`config.mk`:
```
export PLATFORM = sky130hd
export DESIGN_NAME = seq_alu
export DESIGN_NICKNAME = d
export VERILOG_FILES = /design/src/rtl/alu_pkg.sv /design/src/rtl/alu_iter_core.sv /design/src/rtl/seq_alu.sv
export SDC_FILE = /design/constraint.sdc
export NUM_CORES = 1
export LEC_CHECK = 0
export CORE_ASPECT_RATIO = 1.75
export CORE_MARGIN = 1
export CORE_UTILIZATION = 45
export CTS_CLUSTER_DIAMETER = 40
export CTS_CLUSTER_SIZE = 24
export DETAILED_ROUTE_END_ITERATION = 8
export PLACE_DENSITY = 0.72
export SLEW_MARGIN = 5
export SYNTH_ARGS = -nofsm -noshare
export SYNTH_HDL_FRONTEND = slang
export SYNTH_SLANG_ARGS = --single-unit
```
`constraint.sdc`:
```
create_clock -name clk -period 2.6 [get_ports clk]
set_input_delay 0.26 -clock clk [delete_from_list [all_inputs] [get_ports clk]]
set_output_delay 0.26 -clock clk [all_outputs]
set_load 0.01 [all_outputs]
```
`src/rtl/alu_pkg.sv`:
```
// Shared types and constants for the sequential ALU: opcodes, FSM states
// and bit positions inside the 4-bit flags word.
package alu_pkg;

    typedef enum logic [2:0] {
        OP_ADD = 3'b000,
        OP_SUB = 3'b001,
        OP_MUL = 3'b010,
        OP_DIV = 3'b011,
        OP_AND = 3'b100,
        OP_OR  = 3'b101,
        OP_XOR = 3'b110,
        OP_CMP = 3'b111
    } op_e;

    typedef enum logic [1:0] {
        S_IDLE = 2'd0,
        S_BUSY = 2'd1,
        S_DONE = 2'd2
    } state_e;

    // flags = {dz, ovf, carry, zero}
    localparam int FLAG_ZERO  = 0;
    localparam int FLAG_CARRY = 1;
    localparam int FLAG_OVF   = 2;
    localparam int FLAG_DZ    = 3;

endpackage

```
`src/rtl/alu_iter_core.sv`:
```
// Iterative datapath: shift-add multiply or restoring divide, one bit per step.
// res/done reflect the state *after* the current step so the caller can capture on the last step.
module alu_iter_core
    import alu_pkg::*;
#(
    parameter int W = 8
) (
    input  logic           clk,
    input  logic           rst_n,
    input  logic           start,
    input  logic           is_div,
    input  logic [W-1:0]   a,
    input  logic [W-1:0]   b,
    input  logic           step,
    output logic           done,
    output logic [2*W-1:0] res
);

    localparam int CW = $clog2(W);

    logic [CW-1:0] cnt;
    logic [W-1:0]  hi, lo, opnd;
    logic          div_q;

    logic [W:0]    sum, shl;
    logic [W-1:0]  diff, hi_nxt, lo_nxt;
    logic          ge;

    // hi/lo hold {product_hi, multiplier} for MUL and {remainder, dividend} for DIV
    always_comb begin
        sum    = {1'b0, hi} + (lo[0] ? {1'b0, opnd} : '0);
        shl    = {hi, lo[W-1]};
        ge     = (shl >= {1'b0, opnd});
        diff   = shl[W-1:0] - opnd;
        hi_nxt = sum[W:1];
        lo_nxt = {sum[0], lo[W-1:1]};
        if (div_q) begin
            hi_nxt = ge ? diff : shl[W-1:0];
            lo_nxt = {lo[W-2:0], ge};
        end
        res  = {hi_nxt, lo_nxt};
        done = step && (cnt == CW'(W - 1));
    end

    always_ff @(posedge clk) begin
        if (!rst_n) begin
            cnt   <= '0;
            hi    <= '0;
            lo    <= '0;
            opnd  <= '0;
            div_q <= 1'b0;
        end else if (start) begin
            cnt   <= '0;
            hi    <= '0;
            lo    <= is_div ? a : b;
            opnd  <= is_div ? b : a;
            div_q <= is_div;
        end else if (step) begin
            cnt <= cnt + 1'b1;
            hi  <= hi_nxt;
            lo  <= lo_nxt;
        end
    end

endmodule

```
`src/rtl/seq_alu.sv`:
```
// Sequential ALU with valid/ready handshakes: single-cycle logic/arith ops,
// iterative MUL/DIV through alu_iter_core, registered result and flags.
module seq_alu
    import alu_pkg::*;
#(
    parameter int W = 8
) (
    input  logic           clk,
    input  logic           rst_n,
    input  logic           ena,
    input  logic           in_valid,
    output logic           in_ready,
    input  logic [2:0]     op,
    input  logic [W-1:0]   a,
    input  logic [W-1:0]   b,
    output logic           out_valid,
    input  logic           out_ready,
    output logic [2*W-1:0] result,
    output logic [3:0]     flags
);

    localparam int RW = 2 * W;

    state_e        state, state_nxt;
    logic          live;
    logic          accept, consume, iter_go, step;
    logic          core_done;
    logic [RW-1:0] core_res;
    logic [RW-1:0] sc_res;
    logic [3:0]    sc_flags;
    logic [W:0]    add_s, sub_s;
    op_e           op_c;

    // live keeps in_ready low for the reset cycle itself
    assign in_ready  = live && (state == S_IDLE);
    assign out_valid = (state == S_DONE);
    assign accept    = in_valid && in_ready && ena;
    assign consume   = out_valid && out_ready && ena;
    assign op_c      = op_e'(op);
    assign iter_go   = (op_c == OP_MUL) || ((op_c == OP_DIV) && (b != '0));
    assign step      = ena && (state == S_BUSY);

    alu_iter_core #(.W(W)) u_core (
        .clk    (clk),
        .rst_n  (rst_n),
        .start  (accept && iter_go),
        .is_div (op_c == OP_DIV),
        .a      (a),
        .b      (b),
        .step   (step),
        .done   (core_done),
        .res    (core_res)
    );

    always_comb begin
        add_s    = {1'b0, a} + {1'b0, b};
        sub_s    = {1'b0, a} - {1'b0, b};
        sc_res   = '0;
        sc_flags = '0;
        case (op_c)
            OP_ADD: begin
                sc_res              = RW'(add_s);
                sc_flags[FLAG_CARRY] = add_s[W];
                sc_flags[FLAG_OVF]   = (a[W-1] == b[W-1]) && (add_s[W-1] != a[W-1]);
            end
            OP_SUB: begin
                sc_res              = RW'(sub_s[W-1:0]);
                sc_flags[FLAG_CARRY] = (a < b);
                sc_flags[FLAG_OVF]   = (a[W-1] != b[W-1]) && (sub_s[W-1] != a[W-1]);
            end
            OP_DIV: begin
                // only reached here for b == 0
                sc_res            = {a, {W{1'b1}}};
                sc_flags[FLAG_DZ] = 1'b1;
            end
            OP_AND:  sc_res = RW'(a & b);
            OP_OR:   sc_res = RW'(a | b);
            OP_XOR:  sc_res = RW'(a ^ b);
            OP_CMP:  sc_flags[FLAG_CARRY] = (a < b);
            default: sc_res = '0;
        endcase
        if (op_c == OP_CMP) sc_flags[FLAG_ZERO] = (a == b);
        else                sc_flags[FLAG_ZERO] = (sc_res == '0);
    end

    always_comb begin
        state_nxt = state;
        case (state)
            S_IDLE:  if (accept) state_nxt = iter_go ? S_BUSY : S_DONE;
            S_BUSY:  if (core_done) state_nxt = S_DONE;
            S_DONE:  if (consume) state_nxt = S_IDLE;
            default: state_nxt = S_IDLE;
        endcase
    end

    always_ff @(posedge clk) begin
        if (!rst_n) begin
            state  <= S_IDLE;
            live   <= 1'b0;
            result <= '0;
            flags  <= '0;
        end else begin
            live <= 1'b1;
            if (ena) begin
                state <= state_nxt;
                if (accept && !iter_go) begin
                    result <= sc_res;
                    flags  <= sc_flags;
                end else if (core_done) begin
                    result <= core_res;
                    flags  <= {3'b000, core_res == '0};
                end
            end
        end
    end

endmodule

```
==> results.cfg, run 1 <==
[logic_synthesis]
syn_inst = 593
synth_nets = 663
async_reset_ff_share_pct = 0
ys_seq_elements = 51
synth_edf_count = 0
syn_area_per_cell_um2 = 7.56
synth_cell_types = 66
ys_seq_area_share_pct = 22.8
ys_warn_count = 0
syn_area_um2 = 4480
ys.flop_type = dfxtp_1

[setup_path]
cp-end-kind = flop
crit_type = flop to flop
arrival_ps = 2750
cp-start-kind = flop
critPathMaxFanout = 4
critPathRequiredTime_ps = 2820

[placement]
pre_cts_ws_ps = -520
gp_congestion = 0.976
dp_cells = 818
dp_hpwl_um = 12800
portBuffers = 45
place_area_um2 = 5670

[layout]
layout_commonest_cell = buf_4
area_delta_synth_final_pct = 36.0
diodes = 0
final_cell_mix = buf_4 (94), nor2_1 (58), nand2_1 (51), dfxtp_1 (42), a21oi_1 (41)
stdcell_count = 828
drive_above_1_share_pct = 24.5
final_nets = 775
finish.utilization_pct = 63.6
n_fill_cell = 827
final_area_um2 = 6100

[route]
wire_per_inst_um = 19.6
drtPass1Iterations = 5
wl_um = 16200
viasPerCell = 6.13
vias = 5079
route.detailed.drc = 0
ant_nets = 0
drt_iter0_markers = 225

[clocking]
cts_root_buf = clkbuf_16
cts_sinks = 51
cts_buffers = 5
clk_pin_slew_ps = 70
clk_latency_ps = 300
cts_tree = done
cts-htree-levels = 2
clockBufferDepth = 2

[grt]
grt.total_usage_pct = 31.0
grt_use_met3_pct = 3.47
grt_max_degree = 26
grt_pass1_wl_um = 25000
grt_pass1_vias = 5219
grt_util_met1_pct = 28.2
grt_use_met2_pct = 58.5
overflow = 0
busiest_layer = met2
grt_antenna_before_repair = 0

[die]
core_region_area_um2 = 9590
num_io_pins = 46
die_h_um = 134
num_rows = 47
die_w_um = 77.5
die-area_um2 = 10400
start_util_pct = 46.8

[sta]
fin_tns_setup_ps = 0
layout_min_cycle_time_ps = 2530
drv_slew = 0
rsz0062_at_grt = true
fin_crit_sh_pct = 97.2
slew_headroom_pct = 61.7
fin_ws_ps = 72.9
max_freq_mhz = 396
tightest_slew_ps = 572
hold_viol = 0
finClkSkew_ps = 4.64
final-setup-viol-count = 0

[run]
maxCapViolations = 0

[worst_hold_path]
hold_path.class = input pin to flop

[power_and_ir_drop]
p_per_area_nw_per_um2 = 357
cellLeakagePower_nw = 2.51
ir_drop_uv = 345

[outcome]
outcome = complete, no violations
==> state kept, by name, summed over array words and instances (netlist names) <==
signal,cells
flags,4
u_core.cnt,3
state,2
u_core.opnd,8
u_core.lo,8
u_core.div_q,1
live,1
result,16
u_core.hi,8
==> cell usage after synthesis, types with 10 or more instances <==
cell type / instances / area [µm²]
o21ai_0: 32 / 160
nor3_1: 20 / 100
dfxtp_1: 51 / 1020
a21oi_1: 48 / 240
a211oi_1: 23 / 173
nor2_1: 58 / 218
mux2i_1: 17 / 170
nand2_1: 51 / 191
and2_1: 11 / 68.8
ha_1: 42 / 526
inv_1: 39 / 146
o21a_1: 10 / 75.1
clkbuf_1: 26 / 97.6
==> power breakdown <==
part	total (W)	leakage (nW)	internal (W)	switching, W
Sequential	0.000812	0.417	0.000798	0.0000142
Combinational	0.000676	2.02	0.000315	0.000360
Clock	0.000687	0.0731	0.000385	0.000302
==> critical path: stages (launching register included) <==
cell and delay [ps]:
dfxtp_2 350, and2_1 180, ha_1 290, a21oi_2 180, o21ai_1 140, a2111oi_2 400
nor2_1 100, xor2_1 140, mux2i_1 90, buf_4 160, buf_4 130, o21ai_0 130
nor3b_1 180
==> final timing paths <==
check | start | end | slack, ps | cells past startpoint
worst max register to register | u_core.opnd[1] | result[14] | 70 | 12
worst min register to register | u_core.cnt[2] | u_core.cnt[2] | 470 | 2
worst min-delay path | b[2] | u_core.opnd[2] | 430 | 4
worst max-delay path | u_core.opnd[1] | result[14] | 70 | 12
==> through the flow <==
step	hold WS, ps	power, W
floorplan	288	0.00115
global placement	447	0.00143
detailed placement	468	0.00144
CTS	478	0.00212
global route	466	0.00226
finish	433	0.00217
==> routing by layer <==
metal,vias to the layer above,wire [µm]
met5,-,0
met4,0,1500
met3,96,716
met2,210,8580
met1,2403,5400
li1,2370,-
==> repair_timing <==
item | CTS | global route
hold buffers | 0 | 0
endpoints found under the hold margin | 0 | 0
resized for setup | 13 | 60
pin swaps | 4 | 17
buffers inserted | 0 | 2
setup endpoints to repair | 8 | 13
==> area by class of cell <==
type	instances	area, µm²	area share, %
inverters	41	154	2.52
repair buffers	143	1220	20.1
clock buffers	6	139	2.28
clock inverters	2	16.3	0.267
well taps	122	153	2.50
flip-flops and latches	51	1030	16.9
multi-input cells	463	3380	55.4
==> cell families (layout without fill, tap and decap cells) <==
group | count (synthesis) | count (layout) | share of synthesized area, %
flops | 51 | 51 | 22.8
buf+inv | 79 | 192 | 7.17
compound gates | 186 | 186 | 27.8
mux | 24 | 24 | 5.55
fa+ha+maj | 46 | 46 | 13.5
xor+xnor | 12 | 12 | 2.34
simple gates | 195 | 195 | 20.9
(Power assumes the default switching activity.)
==> run 2, diff against run 1 <==
--- a/config.mk
+++ b/config.mk
@@ -16,3 +16,4 @@
 export SYNTH_ARGS = -nofsm -noshare
 export SYNTH_HDL_FRONTEND = slang
 export SYNTH_SLANG_ARGS = --single-unit
+export TNS_END_PERCENT = 50
==> constraint.sdc (replaced) <==
create_clock -name clk -period 2.6 [get_ports clk]
set_input_delay 0.52 -clock clk [delete_from_list [all_inputs] [get_ports clk]]
set_output_delay 0.52 -clock clk [all_outputs]
set_load 0.01 [all_outputs]
==> run 2 against run 1 <==
Effect of this change:
- power grew 6.7%
- global-route usage grew 3.5 points
- via count grew 4.8%
- critical endpoint is now flags[0]
==> results.cfg, run 2 (synthesis gave the netlist of run 1 again) <==
[outcome]
outcome = complete, no violations

[layout]
area_delta_synth_final_pct = 45.7
largest_reg_flops = 16
final_cell_mix = buf_4 (136), nor2_1 (56), nand2_1 (51), dfxtp_1 (44), a21oi_1 (40)
multi_input_area_um2 = 3470
seq_area_um2 = 1030
drive_above_1_share_pct = 31.6
layout_commonest_cell = buf_4
final_nets = 821
n_fill_cell = 797
regMostFlops = result
final_area_um2 = 6530
diodes = 0
stdcell_count = 873

[setup_path]
crit_type = input pin to flop
crit_top_cell = buf_4
rrSetupSlack_ps = 8
reg2reg_to = flags[0]
reg2reg_from = u_core.lo[7]
critPathRequiredTime_ps = 2780
startpoint = a[3]
crit_chain = dlygate4sd2_1 > inv_1 > ha_4 > buf_4 > nand3b_1 > a21oi_2 > buf_4 > o21a_1 > o31a_1 > o211ai_1 > a211oi_2 > a31oi_1 > o31ai_2
cp_top_family = compound AO/OA/AOI/OAI gates
cp-start-kind = input pin
reg2reg_depth = 12
cp-end-kind = flop
timing.critical_path.buf_inv = 4
slowest_stage = o31a_1
arrival_ps = 2780
max_stage_delay_ps = 270
critPathMaxFanout = 5

[grt]
grt.total_usage_pct = 34.4
grt_pass1_vias = 5601
overflow = 0
grt_max_degree = 28
grt_antenna_before_repair = 0
grt_pass1_wl_um = 27600

[sta]
rsz0062_at_grt = true
finClkSkew_ps = 6.83
layout_min_cycle_time_ps = 2590
fin_tns_setup_ps = 0
hold_viol = 0
final-setup-viol-count = 0
hold-worst-slack_ps = 462
drv_slew = 0
tightest_slew_ps = 508
fin_crit_sh_pct = 99.7
slew_headroom_pct = 65.9
max_freq_mhz = 386

[die]
start_util_pct = 46.8
die-area_um2 = 10400
die_w_um = 77.5
die_h_um = 134
num_io_pins = 46
num_rows = 47
core_region_area_um2 = 9590

[placement]
place_area_um2 = 5960
gp_congestion = 0.995
portBuffers = 45
dp_hpwl_um = 13800
dp_cells = 857

[route]
drt_iter0_markers = 287
wire_per_inst_um = 20.3
drtPass1Iterations = 5
route.detailed.drc = 0
vias = 5325
viasPerCell = 6.10
ant_nets = 0
wl_um = 17700

[clocking]
cts_root_buf = clkbuf_16
hold_buffers = 0
cts_sinks = 51
clockBufferDepth = 2
cts_tree = done
cts-htree-levels = 2
clk_pin_slew_ps = 70
cts_buffers = 5
clk_latency_ps = 300

[power_and_ir_drop]
cellLeakagePower_nw = 2.72
ir_drop_uv = 278
p_per_area_nw_per_um2 = 355
p_total_w = 0.00232

[worst_hold_path]
hold_path.class = flop to flop
hold_depth = 2
holdPathEnd = u_core.cnt[2]
holdCritStartpoint = u_core.cnt[2]

[run]
maxCapViolations = 0
[run 2: cell count changes in the layout (fill, tap and decap cells not counted), sizes merged]
cell           previous run  this run
dlygate4sd2               1         7
dlymetal6s2s              5         2
buf                      98       145
clkinv                    2         1
bufinv                    0         1
clkdlybuf4s50            38        33
[run 2: area by class of cell]
class / instances / share of cell area (%)
Multi-Input combinational cell: 463 / 53.1
Timing Repair Buffer: 189 / 23.9
Sequential cell: 51 / 15.8
Inverter: 41 / 2.36
Tap cell: 122 / 2.34
Clock buffer: 5 / 1.92
Clock inverter: 2 / 0.575
[run 2: per-layer routing]
metal  vias to the layer above  GRT usage [%]  wire length, µm
met1                      2483           30.8             5740
met4                         0           30.0             1590
li1                       2464              -                -
met3                       114           5.78              799
met2                       264           64.8             9590
met5                         -              0                0
[run 2: stage by stage]
| step | setup WS (ps) | utilization [%] |
|---|---|---|
| floorplan | 61.0 | - |
| global placement | -797 | 62.2 |
| detailed placement | -848 | 62.2 |
| CTS | 5.85 | 65.9 |
| global route | -133 | 68.2 |
| finish | 7.65 | 68.2 |
[run 2: power by group]
group	leakage [nW]	internal [W]	switching (W)
Sequential	0.416	0.000798	0.0000142
Combinational	2.22	0.000372	0.000386
Clock	0.0759	0.000449	0.000302
Total	2.72	0.00162	0.000701
[run 2: how the worst max path moves through the flow]
stage	to	depth (start not counted)
after CTS	flags[0]	12
after detailed placement	flags[0]	12
after floorplan	result[7]	11
after global placement	flags[0]	12
final	flags[0]	13
after global routing	flags[0]	12
[run 2: timing repair]
action | in CTS | in global routing
pin swaps | 23 | 16
buffers inserted | 6 | 3
setup endpoints to repair | 14 | 13
gates resized for setup | 50 | 58
[run 2: tightest hold or removal path: stages, from the launching register on]
cell and delay, ps:
dfxtp_1 310, nand2_1 50, a21oi_1 50
